## src/rtl/vga_timing.sv

```systemverilog
// Raster timing generator: free-running x/y counters, sync/blank decode and a
// programmable-depth delay line that keeps sync/blank aligned with downstream pixel data.
module vga_timing #(
    parameter int unsigned H_VIS  = 800,
    parameter int unsigned H_FP   = 56,
    parameter int unsigned H_SYNC = 120,
    parameter int unsigned H_BP   = 64,
    parameter int unsigned V_VIS  = 600,
    parameter int unsigned V_FP   = 37,
    parameter int unsigned V_SYNC = 6,
    parameter int unsigned V_BP   = 23,
    parameter bit          HS_POL = 1'b1,
    parameter bit          VS_POL = 1'b1,
    parameter int unsigned DLY    = 1
) (
    input  logic        clk,
    input  logic        rst,
    input  logic        en,
    output logic [10:0] x,
    output logic [9:0]  y,
    output logic        hsync,
    output logic        vsync,
    output logic        blank,
    output logic        line_start,
    output logic        frame_start
);

    localparam int unsigned H_TOTAL = H_VIS + H_FP + H_SYNC + H_BP;
    localparam int unsigned V_TOTAL = V_VIS + V_FP + V_SYNC + V_BP;

    localparam logic [10:0] H_MAX = 11'(H_TOTAL - 1);
    localparam logic [10:0] H_VEND = 11'(H_VIS);
    localparam logic [10:0] H_SS  = 11'(H_VIS + H_FP);
    localparam logic [10:0] H_SE  = 11'(H_VIS + H_FP + H_SYNC - 1);
    localparam logic [9:0]  V_MAX = 10'(V_TOTAL - 1);
    localparam logic [9:0]  V_VEND = 10'(V_VIS);
    localparam logic [9:0]  V_SS  = 10'(V_VIS + V_FP);
    localparam logic [9:0]  V_SE  = 10'(V_VIS + V_FP + V_SYNC - 1);

    // Pipe stage layout: {hsync, vsync, blank}, already at output polarity.
    localparam logic [2:0] PIPE_IDLE = {~HS_POL, ~VS_POL, 1'b1};

    logic [10:0] x_q, x_d;
    logic [9:0]  y_q, y_d;
    logic        hs_raw, vs_raw, bl_raw;
    logic [2:0]  pipe_in;
    logic [2:0]  pipe_q [DLY];

    always_comb begin
        x_d = x_q + 11'd1;
        y_d = y_q;
        if (x_q == H_MAX) begin
            x_d = '0;
            y_d = (y_q == V_MAX) ? '0 : y_q + 10'd1;
        end
    end

    always_ff @(posedge clk or negedge rst) begin
        if (!rst) begin
            x_q <= '0;
            y_q <= '0;
        end else if (en) begin
            x_q <= x_d;
            y_q <= y_d;
        end
    end

    always_comb begin
        hs_raw  = (x_q >= H_SS) && (x_q <= H_SE);
        vs_raw  = (y_q >= V_SS) && (y_q <= V_SE);
        bl_raw  = (x_q >= H_VEND) || (y_q >= V_VEND);
        pipe_in = {hs_raw ? HS_POL : ~HS_POL, vs_raw ? VS_POL : ~VS_POL, bl_raw};
    end

    always_ff @(posedge clk or negedge rst) begin
        if (!rst) begin
            for (int i = 0; i < DLY; i++) begin
                pipe_q[i] <= PIPE_IDLE;
            end
        end else if (en) begin
            pipe_q[0] <= pipe_in;
            for (int i = 1; i < DLY; i++) begin
                pipe_q[i] <= pipe_q[i-1];
            end
        end
    end

    // Strobes also gated by rst so they stay low while x/y are held at zero in reset.
    always_comb begin
        x           = x_q;
        y           = y_q;
        {hsync, vsync, blank} = pipe_q[DLY-1];
        line_start  = en && rst && (x_q == '0);
        frame_start = en && rst && (x_q == '0) && (y_q == '0);
    end

endmodule

```

## config.mk

```make
export PLATFORM = sky130hd
export DESIGN_NAME = vga_timing
export DESIGN_NICKNAME = d
export VERILOG_FILES = /design/src/rtl/vga_timing.sv
export SDC_FILE = /design/constraint.sdc
export NUM_CORES = 1
export LEC_CHECK = 0
export BUFFER_PORTS_ARGS = -buffer_cell sky130_fd_sc_hd__buf_2
export CAP_MARGIN = 20
export CORE_AREA = 2 2 72 74
export DETAILED_ROUTE_END_ITERATION = 10
export DIE_AREA = 0 0 74 76
export REMOVE_ABC_BUFFERS = 1
export SLEW_MARGIN = 15
export SYNTH_ARGS = -nofsm -noshare
export SYNTH_HDL_FRONTEND = slang
export SYNTH_SLANG_ARGS = --single-unit
```

## constraint.sdc

```tcl
create_clock -name clk -period 2.4 [get_ports clk]
set_input_delay 0.12 -clock clk [delete_from_list [all_inputs] [get_ports clk]]
set_output_delay 0.12 -clock clk [all_outputs]
set_load 0.03 [all_outputs]
```

After elaboration in Yosys (flattened, before gate mapping)
Cells that the tools add are included.

word-level totals
  logic and storage cells = 26
  bits in registers = 24
  output and inout port bits = 26
  bits of input ports = 3

operators by class
  add/sub/neg operators = 2
  equal/unequal tests = 2
  reduce and logical (&&, ||, !) cells = 9
  mux-type cells = 4
  magnitude comparators = 6

operators by type and width
  kind                                                                                    number
  11-bit by 10-bit greater-or-equal comparator with 1-bit output (second input constant)  2
  10-bit greater-or-equal comparator (second input constant)                              2
  11-bit by 1-bit adder with 11-bit output (second input constant)                        1
  11-bit equality test (second input constant)                                            1
  11-bit by 10-bit less-or-equal comparator with 1-bit output (second input constant)     1
  11-bit logical NOT                                                                      1
  11-bit two-way mux                                                                      1
  10-bit by 1-bit adder with 10-bit output (second input constant)                        1
  10-bit equality test (second input constant)                                            1
  10-bit less-or-equal comparator (second input constant)                                 1
  10-bit logical NOT                                                                      1
  10-bit two-way mux                                                                      1
  1-bit logical AND                                                                       5
  1-bit two-way mux                                                                       2
  2-bit AND reduction                                                                     1
  1-bit logical OR                                                                        1

Longest topological paths before layout
  word-level depth = 3
  mapped depth = 7
  gate-level depth less buffers = 6

Worst setup path after synthesis
Ideal clock, no wire load.

  path kind = reg-to-output
  from = register y_q[6] (netlist: y[6])
  to = output frame_start
  arrival = 2.200 ns
  path buffers = 0
  stages on the path, launching flop included = 4
  slack = 0.080 ns
  cell sequence = dfrtp_1 or3_1 or3_1 nor4_1

between the ends
  longest elaborated chain between the ends = 2

ends and longest elaborated chain
  item                      line  source
  start: declaration        44    logic [9:0] y_q, y_d;
  start signal: assignment  64    y_q <= y_d;
  10-bit logical NOT        94    frame_start = en && rst && (x_q == '0) && (y_q == '0);
  1-bit logical AND         94
  end: declaration          25    output logic frame_start

Every way passes these cells.

Final worst setup path
Same ends and word-level chain as after synthesis.

==> out/metrics.cfg <==
[outcome]
status=complete, no violations

[critical_path]
worstSetupPathType=reg -> out
crit_path_start_kind=flip-flop
endpoint_kind=output port
cp.arrival_ns=1.96
path_max_fanout=6
required_ns=2.28

[clocking]
cts_buffer_depth=2
ctsRootBufferMaster=clkbuf_8
cts_made_buffers=3
cts.sinks=24
clkLatencyLatePin_ns=0.26
cts_resized=0
clkTransAtPathRegs_ns=0.09
cts_max_level=1
cts_tree=built

[synth]
synthesis.area_sq_um=1430
synth_edf_count=0
yosysTopAreaCell=dfrtp_1
syn_inst=153
yosysWarnings=0
seq_area_frac_synth_pct=42.2
synthFlopType=dfrtp_1
yosysMostFrequentCell=dfrtp_1
synthTopCellsByCount=dfrtp_1, inv_1, nand2_1, nand3_1, nand4_1
synth_cell_types=40
avgSynthCellArea_sq_um=9.31
synthArstFlopShare_pct=100
yosysTopAreaCellShare_pct=40.4
synth-seq-cells=24
synth.area.top_cells=dfrtp_1, ha_1, nand4_1

[detailed_routing]
drt_iter0_markers=94
drt.antenna.violating_nets=0
drt_wl_total_um=3330
vias=1263
dr.pass1.iters=4
via_per_inst=4.97
wire_per_inst_um=13.1
route.detailed.drc=0

[layout]
antennaDiodeCount=0
fin_cells=254
drive_gt1_share_pct=20.7
layout.nets=195
syn_to_final_growth_pct=19.7
fin_area_sq_um=1710
final.fill_count=532

[placement]
dpl.hpwl_um=2520
port_buffers=28
placed_area_sq_um=1640
routabilityCongestion=0.771
placed_cells=249

[timing]
period_minus_slack_ns=2.08
tns_ns=0
fmax_mhz=481
layout_worst_path_cycle_share_pct=86.6
maxSlewHeadroom_pct=73.4
slew_violations=0
rsz0062_at_grt=false
hold_viol_final=0
worstMarginPinSlew_ns=0.397
fin_skew_ns=0.00235
setup_viol=0
hold_slack_ns=0.259

[die]
die-area_sq_um=5620
core_area_sq_um=4910
die_w_um=74
initial_utilization_pct=29.0
die_h_um=76
rows=26
io_pins=29

[power_and_ir_drop]
power_leakage_nw=0.807
p_total_mw=1.31
ir_drop_v=0.000307
power_density_nw_per_um2=767

[grt]
grt_pass1_wl_um=5610
grt_max_degree=25
grt_overflow=0
first_global_vias=1161
antenna_found_initial=0
grtUsageTotal_pct=12.5

[run]
cap_violations=0

[hold_path]
hp-class=in -> reg

[per-stage QoR]
step / util (%) / setup slack [ns]
6_report: 34.7 / 0.321
5_1_grt: 34.7 / 0.240
4_1_cts: 34.7 / 0.345
3_5_place_dp: 33.4 / 0.449
3_3_place_gp: 33.4 / 0.483
2_1_floorplan: - / 0.0802
[logic make-up after synthesis]
group	synth area share (%)
AOI/OAI and AO/OA	11.3
xor gates and xnor gates	5.53
adders and majority gates	6.15
buffers and inverters	5.36
DFF	42.2
muxes	2.11
and+or+nand+nor	27.3
[worst max-delay path, cell delays in order, from the launching register on]
cell and delay [ns]:
dfrtp_1 0.44, or3_1 0.40, or3_1 0.35, nor4_1 0.25, buf_2 0.25
[routing by layer]
layer | up-vias | share of wire (%) | track usage, %
met5 | - | 0 | 0
met4 | 0 | 1.0 | 4.36
met3 | 2 | 5.2 | 2.38
met2 | 31 | 46 | 18.2
met1 | 622 | 47 | 18.2
li1 | 608 | - | -
[cell usage in the layout, fill, tap and decap left out, drive strengths merged, types with 6 or more instances in the layout]
cell type   n
buf        30
dfrtp      23
inv        13
nand2      13
o21ai      11
nand3      10
nand4      10
nor2        8
ha          7
or3         6
[path summary, 6_finish.rpt]
path | from | end | slack (ns) | cells after the start
max | y[6] | frame_start | 0.32 | 4
min reg2reg | pipe_q[0] | pipe_q[0] | 0.50 | 2
min in group asynchronous | rst | x[2] | 0.40 | 3
min | en | pipe_q[0] | 0.26 | 3
max in group asynchronous | rst | pipe_q[0] | 1.71 | 3
max reg2reg | y[1] | y[2] | 0.44 | 6
[area by class of cell]
class | instances | area (sq um) | area share (%)
Clock buffer | 4 | 55.1 | 3.23
Multi-Input combinational cell | 112 | 747 | 43.8
Timing Repair Buffer | 31 | 165 | 9.68
Inverter | 13 | 48.8 | 2.86
Sequential cell | 24 | 602 | 35.3
Tap cell | 70 | 87.6 | 5.14
[registers in the layout (all words and copies together), names as in the netlist]
register / count
y: 10
pipe_q: 3
x: 11
[report_power, final]
group,internal (mW),switching [mW]
clock network,0.146,0.129
registers,0.467,0.124
logic,0.143,0.298
total,0.756,0.552
[what timing repair did]
action                                 CTS  global route
hold buffers                             1             0
buffers inserted                         0             0
endpoints found under the hold margin   23             0
Power figures use the tool's default switching activity.
